## src/rtl/alu_seq.sv

```systemverilog
// rtl/alu_seq.sv - multi-cycle signed ALU: add/sub (1 cycle), shift-add mul, restoring div/mod.
// Optional macro ALU_TRISTATE_EN: result is high-Z while oe=0.
module alu_seq #(
    parameter int WIDTH = 16,
    parameter int CNT_W = $clog2(WIDTH + 2)
) (
    input  logic             clk,
    input  logic             rst_n,
    input  logic             start,
    input  logic [2:0]       op,
    input  logic [WIDTH-1:0] tmp1,
    input  logic [WIDTH-1:0] tmp2,
    input  logic             oe,
    output logic             busy,
    output logic             done,
    output logic [WIDTH-1:0] result,
    output logic             zero,
    output logic             carry,
    output logic             sign
);
    localparam logic [2:0] OP_ADD = 3'd0;
    localparam logic [2:0] OP_SUB = 3'd1;
    localparam logic [2:0] OP_MUL = 3'd2;
    localparam logic [2:0] OP_DIV = 3'd3;
    localparam logic [2:0] OP_MOD = 3'd4;

    typedef enum logic [1:0] {IDLE, RUN, FIX, DONE} state_t;
    state_t state, next_state;

    logic [2:0]         op_q;
    logic [WIDTH-1:0]   a_q, b_q, mag_a, mag_b, quo, rem, res_q;
    logic               sign_a, sign_b, carry_q;
    logic [2*WIDTH-1:0] acc;
    logic [CNT_W-1:0]   cnt;

    logic               is_mul, is_divmod, div_zero, single, last, neg;
    logic [WIDTH-1:0]   sum, diff, mag_b_sh, quo_s, rem_s;
    logic               add_ovf, sub_ovf, mul_ovf, div_ovf, ge;
    logic [2*WIDTH-1:0] mul_next, prod_s;
    logic [WIDTH:0]     rr;

    assign is_mul    = (op_q == OP_MUL);
    assign is_divmod = (op_q == OP_DIV) || (op_q == OP_MOD);
    assign div_zero  = is_divmod && (b_q == '0);
    assign single    = !(is_mul || is_divmod) || div_zero;
    assign last      = (cnt == CNT_W'(WIDTH - 1));
    assign neg       = sign_a ^ sign_b;

    assign sum     = a_q + b_q;
    assign diff    = a_q - b_q;
    assign add_ovf = (a_q[WIDTH-1] == b_q[WIDTH-1]) && (sum[WIDTH-1] != a_q[WIDTH-1]);
    assign sub_ovf = (a_q[WIDTH-1] != b_q[WIDTH-1]) && (diff[WIDTH-1] != a_q[WIDTH-1]);

    // Multiply on magnitudes; sign applied to the full 2*WIDTH product for overflow detection.
    assign mag_b_sh = mag_b >> cnt;
    assign mul_next = acc + (mag_b_sh[0] ? ({{WIDTH{1'b0}}, mag_a} << cnt) : '0);
    assign prod_s   = neg ? -mul_next : mul_next;
    assign mul_ovf  = !((&prod_s[2*WIDTH-1:WIDTH-1]) || !(|prod_s[2*WIDTH-1:WIDTH-1]));

    // Restoring division step: shift next dividend bit into the partial remainder.
    assign rr      = {rem, quo[WIDTH-1]};
    assign ge      = (rr >= {1'b0, mag_b});
    assign quo_s   = neg ? -quo : quo;
    assign rem_s   = sign_a ? -rem : rem;
    assign div_ovf = (op_q == OP_DIV) && !neg && quo[WIDTH-1];

    always_ff @(posedge clk or negedge rst_n) begin
        if (!rst_n) state <= IDLE;
        else        state <= next_state;
    end

    always_comb begin
        next_state = state;
        case (state)
            IDLE: if (start) next_state = RUN;
            RUN: begin
                if (single)    next_state = DONE;
                else if (last) next_state = is_mul ? DONE : FIX;
            end
            FIX:     next_state = DONE;
            default: next_state = IDLE;
        endcase
    end

    always_comb begin
        busy = (state == RUN) || (state == FIX);
        done = (state == DONE);
    end

    always_ff @(posedge clk or negedge rst_n) begin
        if (!rst_n) begin
            op_q    <= '0;
            a_q     <= '0;
            b_q     <= '0;
            mag_a   <= '0;
            mag_b   <= '0;
            sign_a  <= 1'b0;
            sign_b  <= 1'b0;
            acc     <= '0;
            quo     <= '0;
            rem     <= '0;
            cnt     <= '0;
            res_q   <= '0;
            carry_q <= 1'b0;
        end else begin
            case (state)
                IDLE: if (start) begin
                    op_q   <= op;
                    a_q    <= tmp1;
                    b_q    <= tmp2;
                    mag_a  <= tmp1[WIDTH-1] ? -tmp1 : tmp1;
                    mag_b  <= tmp2[WIDTH-1] ? -tmp2 : tmp2;
                    sign_a <= tmp1[WIDTH-1];
                    sign_b <= tmp2[WIDTH-1];
                    acc    <= '0;
                    rem    <= '0;
                    quo    <= tmp1[WIDTH-1] ? -tmp1 : tmp1;
                    cnt    <= '0;
                end
                RUN: begin
                    cnt <= cnt + 1'b1;
                    if (single) begin
                        case (op_q)
                            OP_ADD: begin res_q <= sum;  carry_q <= add_ovf; end
                            OP_SUB: begin res_q <= diff; carry_q <= sub_ovf; end
                            default: begin res_q <= '0;  carry_q <= div_zero; end
                        endcase
                    end else if (is_mul) begin
                        acc <= mul_next;
                        if (last) begin
                            res_q   <= prod_s[WIDTH-1:0];
                            carry_q <= mul_ovf;
                        end
                    end else begin
                        rem <= WIDTH'(ge ? rr - {1'b0, mag_b} : rr);
                        quo <= {quo[WIDTH-2:0], ge};
                    end
                end
                FIX: begin
                    res_q   <= (op_q == OP_DIV) ? quo_s : rem_s;
                    carry_q <= div_ovf;
                end
                default: ;
            endcase
        end
    end

    assign zero  = (res_q == '0);
    assign sign  = res_q[WIDTH-1];
    assign carry = carry_q;

`ifdef ALU_TRISTATE_EN
    assign result = oe ? res_q : {WIDTH{1'bz}};
`else
    logic unused_oe;
    assign unused_oe = oe;
    assign result    = res_q;
`endif

endmodule

```

## config.mk

```make
export PLATFORM = sky130hd
export DESIGN_NAME = alu_seq
export DESIGN_NICKNAME = d
export VERILOG_FILES = /design/src/rtl/alu_seq.sv
export SDC_FILE = /design/constraint.sdc
export NUM_CORES = 1
export LEC_CHECK = 0
export ABC_AREA = 0
export CORE_MARGIN = 3
export CORE_UTILIZATION = 25
export DETAILED_ROUTE_END_ITERATION = 8
export PLACE_DENSITY_LB_ADDON = 0.15
export SETUP_SLACK_MARGIN = 0.15
export SYNTH_ARGS = -nofsm -noshare
export SYNTH_HDL_FRONTEND = slang
export SYNTH_SLANG_ARGS = --single-unit
```

## constraint.sdc

```tcl
create_clock -name clk -period 9.4 [get_ports clk]
set_clock_uncertainty 0.15 [all_clocks]
set_input_delay 1.88 -clock clk [delete_from_list [all_inputs] [get_ports clk]]
set_output_delay 1.88 -clock clk [all_outputs]
set_load 0.02 [all_outputs]
```

== Word-level counts from Yosys, hierarchy flattened ==
Index checks and enable logic that the tools add are counted.
Operators by class
  magnitude comparators: 1
  eq/ne operators: 18
  bitwise operators: 1
  reduce and logical (&&, ||, !) cells: 28
  multiplexer cells: 37
  add/sub/neg operators: 10
  shift-type cells: 2
Operator list (count)
  two-way mux 16 bit: 15
  two-way mux 32 bit: 5
  one-hot mux 16 bit (2 select lines): 4
  negator 16 bit: 4
  one-hot mux 32 bit (2 select lines): 1
  adder 32 bit: 1
  logical NOT 16 bit: 2
  negator 32 bit: 1
  left shift 16 x 5 -> 32 bit: 1
  subtractor 16 bit: 2
  greater-or-equal comparator 17 x 16 -> 1 bit: 1
  AND reduction 17 bit: 1
  OR reduction 17 bit: 1
  adder 16 bit: 1
  right shift 16 x 5 -> 1 bit: 1
  one-hot mux 5 bit (2 select lines): 1
  != test 2 bit, second input constant: 4
  AND reduction 4 bit: 2
  == test 3 x 2 -> 1 bit, second input constant: 2
  two-way mux 2 bit: 3
  != test 3 bit, second input constant: 2
  one-hot mux 2 bit (3 select lines): 1
  AND reduction 2 bit: 3
  adder 5 x 1 -> 5 bit, second input constant: 1
  18 further kinds: 37
Word-level totals
  input bits: 39
  register bits after elaboration: 157
  logic and storage cells: 111

== Logic depth before layout (Yosys ltp) ==
Gate-level depths: netlist of run 1.
  depth after elaboration: 13
  gate-level depth with buffers: 26

== Worst setup path after synthesis of run 1 ==
OpenSTA, ideal clock, no wires.
  kind: register to register
  from: register cnt[0]
  to: register carry_q (netlist: carry)
  data arrival time: 5425 ps
  path slack: 3694 ps
  stages on the path, launching flop included: 25
  library setup time: 131 ps
  buffers on the path: 5
  clock period less this slack: 5706 ps
  data required time: 9119 ps
  path through: dfrtp_1 -> buf_1 -> buf_1 -> clkbuf_1 -> mux2i_1 -> mux2i_1 -> mux2i_1 -> mux2i_1 -> nor2b_1 -> ha_1 -> buf_2 -> and3_2 -> o211ai_1 -> a21o_1 -> a2111oi_2 -> a211oi_2 -> or2_4 -> nor3b_4 -> and4_1 -> buf_6 -> a41oi_2 -> xnor2_1 -> a211o_1 -> o41ai_2 -> a31oi_1
Between the ends
  word-level cells in the longest chain between the ends: 13
  elaborated cells on any way between the ends: 18
Ends and longest elaborated chain
  from (decl): RTL line 34  | logic [CNT_W-1:0] cnt;
  from (signal assigned): RTL line 121  | cnt <= cnt + 1'b1;
  left shift 16 x 5 -> 32 bit / right shift 16 x 5 -> 1 bit (equally long branches): RTL line 56, 55
  two-way mux 32 bit: RTL line 56  | assign mul_next = acc + (mag_b_sh[0] ? ({{WIDTH{1'b0}}, mag_a} << cnt) : '0);
  adder 32 bit: RTL line 56
  negator 32 bit: RTL line 57  | assign prod_s = neg ? -mul_next : mul_next;
  two-way mux 32 bit: RTL line 57
  OR reduction 17 bit: RTL line 58  | assign mul_ovf = !((&prod_s[2*WIDTH-1:WIDTH-1]) || !(|prod_s[2*WIDTH-1:WIDTH-1]));
  logical NOT 1 bit: RTL line 58
  logical OR 1 bit: RTL line 58
  logical NOT 1 bit: RTL line 58
  two-way mux 1 bit: RTL line 130  | if (last) begin
  two-way mux 1 bit: RTL line 128  | end else if (is_mul) begin
  two-way mux 1 bit: RTL line 122  | if (single) begin
  one-hot mux 1 bit (2 select lines): RTL line 106  | case (state)
  to (signal assigned): RTL line 124  | OP_ADD: begin res_q <= sum; carry_q <= add_ovf; end
  to (signal assigned): RTL line 125  | OP_SUB: begin res_q <= diff; carry_q <= sub_ovf; end
  to (signal assigned): RTL line 132  | carry_q <= mul_ovf;
  to (decl): RTL line 32  | logic sign_a, sign_b, carry_q;
Parallel ways exist; a longest one is shown, timed or not. The select of a mux whose other input is x is not followed.
A chain may end at the register's enable or synchronous reset.

== Final worst setup path of run 1 ==
  from: register cnt[1]
  to: register carry_q (netlist: carry)
Same word-level chain as after synthesis.

==> results_dict.tcl, run 1 <==
set metrics [dict create \
    outcome "finished clean" \
    powerDensity_nw_per_um2 398.9 \
    floorplan.io_pins 60 \
    relSlewSlack 0.2209 \
    final_util 0.2888 \
    ctsLongestPathBuffers 2 \
    drtPass1Iterations 5 \
    post_synth_xor_area_fraction 0.08686 \
    setup_repair_after_global_routing_missed_its_margin "no" \
    power.static_leakage_nw 6.680 \
    synth.cells.most_frequent "sky130_fd_sc_hd__nand2_1, sky130_fd_sc_hd__o21ai_0, sky130_fd_sc_hd__dfrtp_1" \
    post_synthesis_cell_area_um2 13830 \
    worstSkewPairLatency_ns 0.46 \
    post_synth_and_or_nand_nor_area_fraction 0.1830 \
    routed-via-count 12140 \
    worst_ep_required_time_ns 9.59 \
    drcViolationCount 0 \
    max_cap_violations 0 \
    drt_iter0_drc 705 \
    placement_rows 85 \
    routedWlPerCell_um 19.51 \
    mappedNetlistNets 1802 \
    globalRouteMet1Util 0.2241 \
    met2_usage 0.2692 \
    worst_ir_drop_vdd_mv 0.1547 \
    wirelength_um 46560 \
    die_y_um 241.2 \
    timing.final.setup_violations 0 \
    startpoint_type "flop" \
    muxShareOfSynthArea 0.08198 \
    synth_cell_types 96 \
    grt_start_max_net_pins 71 \
    design.die.area_um2 58170 \
    clock_tree_from_tritoncts "done" \
    post-cts-setup-buffers 0 \
    root_buffer "sky130_fd_sc_hd__clkbuf_16" \
    fin_crit_sh 0.7253 \
    most_numerous_cell_in_the_yosys_netlist "sky130_fd_sc_hd__nand2_1" \
    antenna-diode-count 0 \
    timing.critical_path.slowest_cell_delay_ns 0.86 \
    setup-tns-final_ns 0 \
    number_of_buffers_added_on_ports 58 \
    first_global_vias 12100 \
    drt.antenna.violating_nets 0 \
    design.final.nets 1810 \
    timing.final.crit_period_ns 6.818 \
    grt_overflow 0 \
    post_synthesis_cell_count 1671 \
    synth_seq_area_share 0.2769 \
    report.final.slew_viol_count 0 \
    critical_path.top_delay_family "compound AO/OA/AOI/OAI gates" \
    async_reset_ff_frac 1.000 \
    depth_of_the_worst_register_to_register_path 20 \
    worst_setup_path_end_kind "flop" \
    cts_hold_repair.buffers 0 \
    worstSetupPathType "reg -> reg" \
    min_path_cells 2 \
    all_layer_gr_usage 0.1641 \
    synth.avg_cell_area_um2 8.275 \
    cts_resized 0 \
    gp_congestion 0.8052 \
    via_per_inst 5.088 \
    hold_path_class "reg -> reg" \
    grt_pass1_wl_um 72780 \
    finalHoldViolCount 0 \
    path_clk_slew_ns 0.07 \
    number_of_antenna_violations_at_the_first_check_in_global_routing 1 \
    transition_at_the_pin_with_the_smallest_max_transition_slack_ns 1.165 \
    flow.area_growth_from_synthesis_pct 13.26 \
    drive_gt1_frac 0.08698 \
    path_depth 20 \
    initial_utilization 0.2549 \
    core_area_um2 54240 \
    worstPathMaxFanout 26 \
    cts_buffers 17 \
    cts_num_sinks 153 \
    die_w_um 241.2 \
    worstPathCellList "inv_1, and2_1, a211oi_1, a311o_1, nor2b_1, ha_1, a21o_1, a31o_2, a211o_1, o21ai_1, a211oi_1, nor4_2, nor2b_1, buf_4, and4_1, a41oi_2, xnor2_1, a211o_1, o41ai_2, a31oi_1" \
    max_freq_mhz 146.7 \
    ys_seq_elements 153 \
    compound_cell_area_share_of_the_yosys_netlist 0.2405 \
    synth_enable_flop_cells 0 \
    synth.top_cell.area_share 0.2769 \
    ff2ff_setup_slack_ns 2.58 \
    place_hpwl_um 36010 \
    cts.htree.levels 4 \
    synth_adder_area_share 0.08541 \
    main_combinational_cell_family_by_area_after_synthesis "compound AO/OA/AOI/OAI gates" \
    yosys_warnings 0 \
    cp_data_arrival_time_ns 7.01 \
    synth.top_cells.by_area "sky130_fd_sc_hd__dfrtp_1, sky130_fd_sc_hd__ha_1, sky130_fd_sc_hd__o21ai_0" \
    post-synth-top-area-cell "sky130_fd_sc_hd__dfrtp_1" \
    grt_util_met3 0.03097 \
    critical-path-slowest-cell "sky130_fd_sc_hd__dfrtp_1" \
    gr-max-usage-layer "met2" \
    dominantRegCellSynth "sky130_fd_sc_hd__dfrtp_1" \
    cp.buffers_inverters 2 \
]
[state kept, by name, indices dropped and copies added (netlist names)]
| register | flops |
|---|---|
| acc | 32 |
| a_q | 16 |
| b_q | 16 |
| quo | 16 |
| rem | 16 |
| result | 16 |
| mag_a | 15 |
| mag_b | 15 |
| cnt | 5 |
| op_q | 3 |
| state | 2 |
| carry | 1 |
[tightest hold or removal path: stages (launching register included)]
cell and delay [ns]:
sky130_fd_sc_hd__dfrtp_1 0.35, sky130_fd_sc_hd__nand2_1 0.05, sky130_fd_sc_hd__o21ai_0 0.06
[through the flow]
stage                     total power, mW  instance area, um^2  setup slack (ns)  instances  hold WS (ns)
final                               6.248                15660             2.582       2386        0.3457
after global routing                6.825                15660             2.052       2386        0.3647
after CTS                           6.265                15660             2.602       2386        0.3444
after detailed placement            5.522                15100             2.621       2356        0.3274
after global placement              5.515                15100             2.701       2356        0.3241
after floorplan                     4.242                13830             3.694       1671        0.3063
[cells in the final DEF (no fill, tap or decap), drive strengths merged, types with 23 or more instances in the layout]
| master | count |
|---|---|
| xnor2 | 73 |
| a22o | 23 |
| nor3 | 25 |
| xor2 | 56 |
| inv | 78 |
| dfrtp | 153 |
| clkdlybuf4s50 | 57 |
| mux2i | 48 |
| nor2 | 132 |
| a21o | 29 |
| mux2 | 46 |
| or3 | 23 |
| a21oi | 110 |
| nand2 | 209 |
| o21ai | 169 |
| a211oi | 23 |
| ha | 88 |
[logic make-up after synthesis]
family                   count (synthesis)
buffers and inverters                  160
XOR/XNOR                               129
multiplexers                           100
flip-flops                             153
AND/OR/NAND/NOR                        528
adder cells (fa/ha/maj)                 92
AO/OA/AOI/OAI                          509
[power by group]
| part | switching (mW) | total, mW | internal [mW] |
|---|---|---|---|
| combinational | 2.64 | 4.32 | 1.69 |
| clock | 0.314 | 0.710 | 0.396 |
| sequential | 0.326 | 1.22 | 0.889 |
[final cells by class]
cell class	count	area, um^2
fillers	5852	38580
multi-input cells	1358	9414
flip-flops and latches	153	3829
well taps	696	870.8
repair buffers	74	701.9
clock buffers	20	446.7
inverters	75	281.5
clock inverters	10	118.9
[layer usage]
metal | wire, um | vias to the layer above
met5 | 13 | -
met4 | 704 | 2
met3 | 1671 | 34
met2 | 21770 | 183
met1 | 22410 | 5892
li1 | - | 6028
[path summary, 6_finish.rpt]
kind	startpoint	end
setup reg to reg	cnt[1]	carry
max in group asynchronous	rst_n	rem[11]
hold / removal	acc[17]	acc[17]
setup / recovery	cnt[1]	carry
min in group asynchronous	rst_n	acc[8]
hold reg to reg	acc[17]	acc[17]
(Power assumes the default switching activity.)
==> inputs of run 2 (changes only) <==
clock period = 6.31 ns   (was 9.4 ns; I/O delays follow)
==> results_dict.tcl, run 2 (same netlist as run 1, synthesis figures left out) <==
set metrics [dict create \
    timing.rr.start "cnt[0]" \
    routed-via-count 12320 \
    all_layer_gr_usage 0.1649 \
    number_of_buffers_added_on_ports 58 \
    routedWlPerCell_um 19.22 \
    power_report.internal_total_mw 4.743 \
    setup-tns-final_ns 0 \
    design.die.area_um2 58170 \
    root_buffer "sky130_fd_sc_hd__clkbuf_16" \
    timing.final.crit_period_ns 5.794 \
    share_comb_of_total_power 0.692 \
    hold_path_class "reg -> reg" \
    flow.area_growth_from_synthesis_pct 16.20 \
    grt_pass1_wl_um 73190 \
    die_w_um 241.2 \
    antenna-diode-count 0 \
    power.share.sequential 0.185 \
    worst_ep_required_time_ns 6.51 \
    design.final.nets 1851 \
    worst_setup_path_end_kind "flop" \
    setup_repair_after_global_routing_missed_its_margin "no" \
    worstSetupPathType "reg -> reg" \
    worstSkewPairLatency_ns 0.48 \
    ctsLongestPathBuffers 2 \
    gp_congestion 0.8388 \
    cts.htree.levels 4 \
    power_switching_share 0.5059 \
    timing.final.setup_violations 0 \
    most_frequent_standard_cell_in_the_layout_excluding_fill_and_tap_cells "sky130_fd_sc_hd__nand2_1" \
    min_path_cells 2 \
    outcome "finished clean" \
    critical_path.reg2reg.endpoint "carry" \
    drt_iter0_drc 807 \
    grt_overflow 0 \
    number_of_antenna_violations_at_the_first_check_in_global_routing 0 \
    first_global_vias 12250 \
    setup_slack_ns 0.5163 \
    fin_crit_sh 0.9182 \
    finalHoldViolCount 0 \
    report.final.slew_viol_count 0 \
    core_area_um2 54240 \
    worst_ir_drop_vdd_mv 0.2342 \
    hold_start "acc[17]" \
    drive_gt1_frac 0.1110 \
    path_clk_slew_ns 0.07 \
    die_y_um 241.2 \
    num-fill-cells 5881 \
    drt.antenna.violating_nets 0 \
    drcViolationCount 0 \
    cts_buffers 17 \
    powerDensity_nw_per_um2 597.4 \
    relSlewSlack 0.3005 \
    worstPathMaxFanout 8 \
    transition_at_the_pin_with_the_smallest_max_transition_slack_ns 1.027 \
    cp_data_arrival_time_ns 5.99 \
    clock_tree_from_tritoncts "done" \
    placement_rows 85 \
    max_cap_violations 0 \
    grt_start_max_net_pins 71 \
    wirelength_um 46620 \
    switchingPower_mw 4.857 \
    max_flop_register "acc" \
    max_freq_mhz 172.6 \
    via_per_inst 5.079 \
    post_place_setup_slack_ns 0.1244 \
    cts_num_sinks 153 \
    whs_endpoint "acc[17]" \
    power.static_leakage_nw 6.930 \
    initial_utilization 0.2549 \
    place_hpwl_um 36670 \
    floorplan.io_pins 60 \
    startpoint_type "flop" \
    largest_register_ffs 32 \
    ff2ff_setup_slack_ns 0.52 \
    pwr-share-clk 0.122 \
    drtPass1Iterations 6 \
    most-common-layout-cells "sky130_fd_sc_hd__nand2_1, sky130_fd_sc_hd__o21ai_0, sky130_fd_sc_hd__dfrtp_1" \
    depth_of_the_worst_register_to_register_path 20 \
]
-- run 2: cell types whose count changed in the layout (fill, tap and decap cells not counted), moves of 2 or more --
cell                         delta
sky130_fd_sc_hd__clkbuf_1       -2
sky130_fd_sc_hd__clkbuf_8       +3
sky130_fd_sc_hd__inv_6          -3
sky130_fd_sc_hd__buf_4         +41
sky130_fd_sc_hd__clkinvlp_4     -2
sky130_fd_sc_hd__bufinv_16      +3
-- run 2: cell type report --
cell class	instances	area, um^2	area share
inverter	75	281.5	0.01752
multi-input combinational	1358	9428	0.5867
tap	696	870.8	0.05420
sequential	153	3830	0.2384
clock inverter	8	167.7	0.01043
clock buffer	21	480.5	0.02990
timing repair buffer	115	1010	0.06284
-- run 2: critical path: stages (launching register included) --
cell and delay (ns):
sky130_fd_sc_hd__dfrtp_2 0.47, sky130_fd_sc_hd__mux4_2 0.58, sky130_fd_sc_hd__and2_1 0.18, sky130_fd_sc_hd__a211oi_1 0.24, sky130_fd_sc_hd__a311o_1 0.29, sky130_fd_sc_hd__a211oi_1 0.11, sky130_fd_sc_hd__buf_4 0.17, sky130_fd_sc_hd__ha_1 0.38
sky130_fd_sc_hd__and3_2 0.29, sky130_fd_sc_hd__o211ai_1 0.17, sky130_fd_sc_hd__a21o_1 0.25, sky130_fd_sc_hd__a211oi_1 0.31, sky130_fd_sc_hd__a211oi_1 0.13, sky130_fd_sc_hd__nor4_2 0.34, sky130_fd_sc_hd__nor2b_4 0.29, sky130_fd_sc_hd__and4_1 0.39
sky130_fd_sc_hd__a41oi_2 0.16, sky130_fd_sc_hd__xnor2_1 0.18, sky130_fd_sc_hd__a211o_1 0.24, sky130_fd_sc_hd__o41ai_2 0.27, sky130_fd_sc_hd__a31oi_1 0.06
-- run 2: routing by layer --
metal | GRT usage | share of wire | routed length (um)
met1 | 0.2260 | 0.48 | 22460
met2 | 0.2662 | 0.46 | 21580
met3 | 0.02937 | 0.036 | 1680
met4 | 0.04726 | 0.019 | 905
met5 | 0 | 0 | 0
-- run 2: per-stage QoR --
| step | cells | util | hold WS (ns) | power (mW) | instance area, um^2 |
|---|---|---|---|---|---|
| after floorplan | 1671 | - | 0.3063 | 6.319 | 13830 |
| after CTS | 2426 | 0.2960 | 0.3425 | 9.664 | 16060 |
| final | 2426 | 0.2962 | 0.3398 | 9.600 | 16070 |
| after global placement | 2397 | 0.2840 | 0.3215 | 8.403 | 15400 |
| after global routing | 2426 | 0.2962 | 0.3760 | 10.45 | 16070 |
| after detailed placement | 2397 | 0.2840 | 0.3281 | 8.424 | 15400 |
-- run 2: what timing repair did --
item                                    in CTS  in global routing
pin swaps                                    0                  1
resized for setup                            2                  5
setup buffers                                0                  0
endpoints found under the setup margin       1                  1
hold buffers                                 0                  0
-- run 2: worst max-delay path by stage --
| stage | from | endpoint | slack [ns] | cells past startpoint |
|---|---|---|---|---|
| after floorplan | cnt[0] | carry | 0.60 | 24 |
| after global placement | cnt[0] | carry | 0.15 | 19 |
| after detailed placement | cnt[0] | carry | 0.12 | 19 |
| after CTS | cnt[0] | carry | 0.28 | 20 |
| after global routing | cnt[0] | carry | 0.15 | 20 |
| final | cnt[0] | carry | 0.52 | 20 |
-- run 2: power by group through the flow --
stage | registers [mW] | clock network, mW | logic, mW
6_report | 1.78 | 1.17 | 6.65
3_3_place_gp | 1.80 | 0 | 6.60
2_1_floorplan | 1.64 | 0 | 4.68
4_1_cts | 1.79 | 1.22 | 6.66
3_5_place_dp | 1.81 | 0 | 6.61
5_1_grt | 1.85 | 1.24 | 7.36
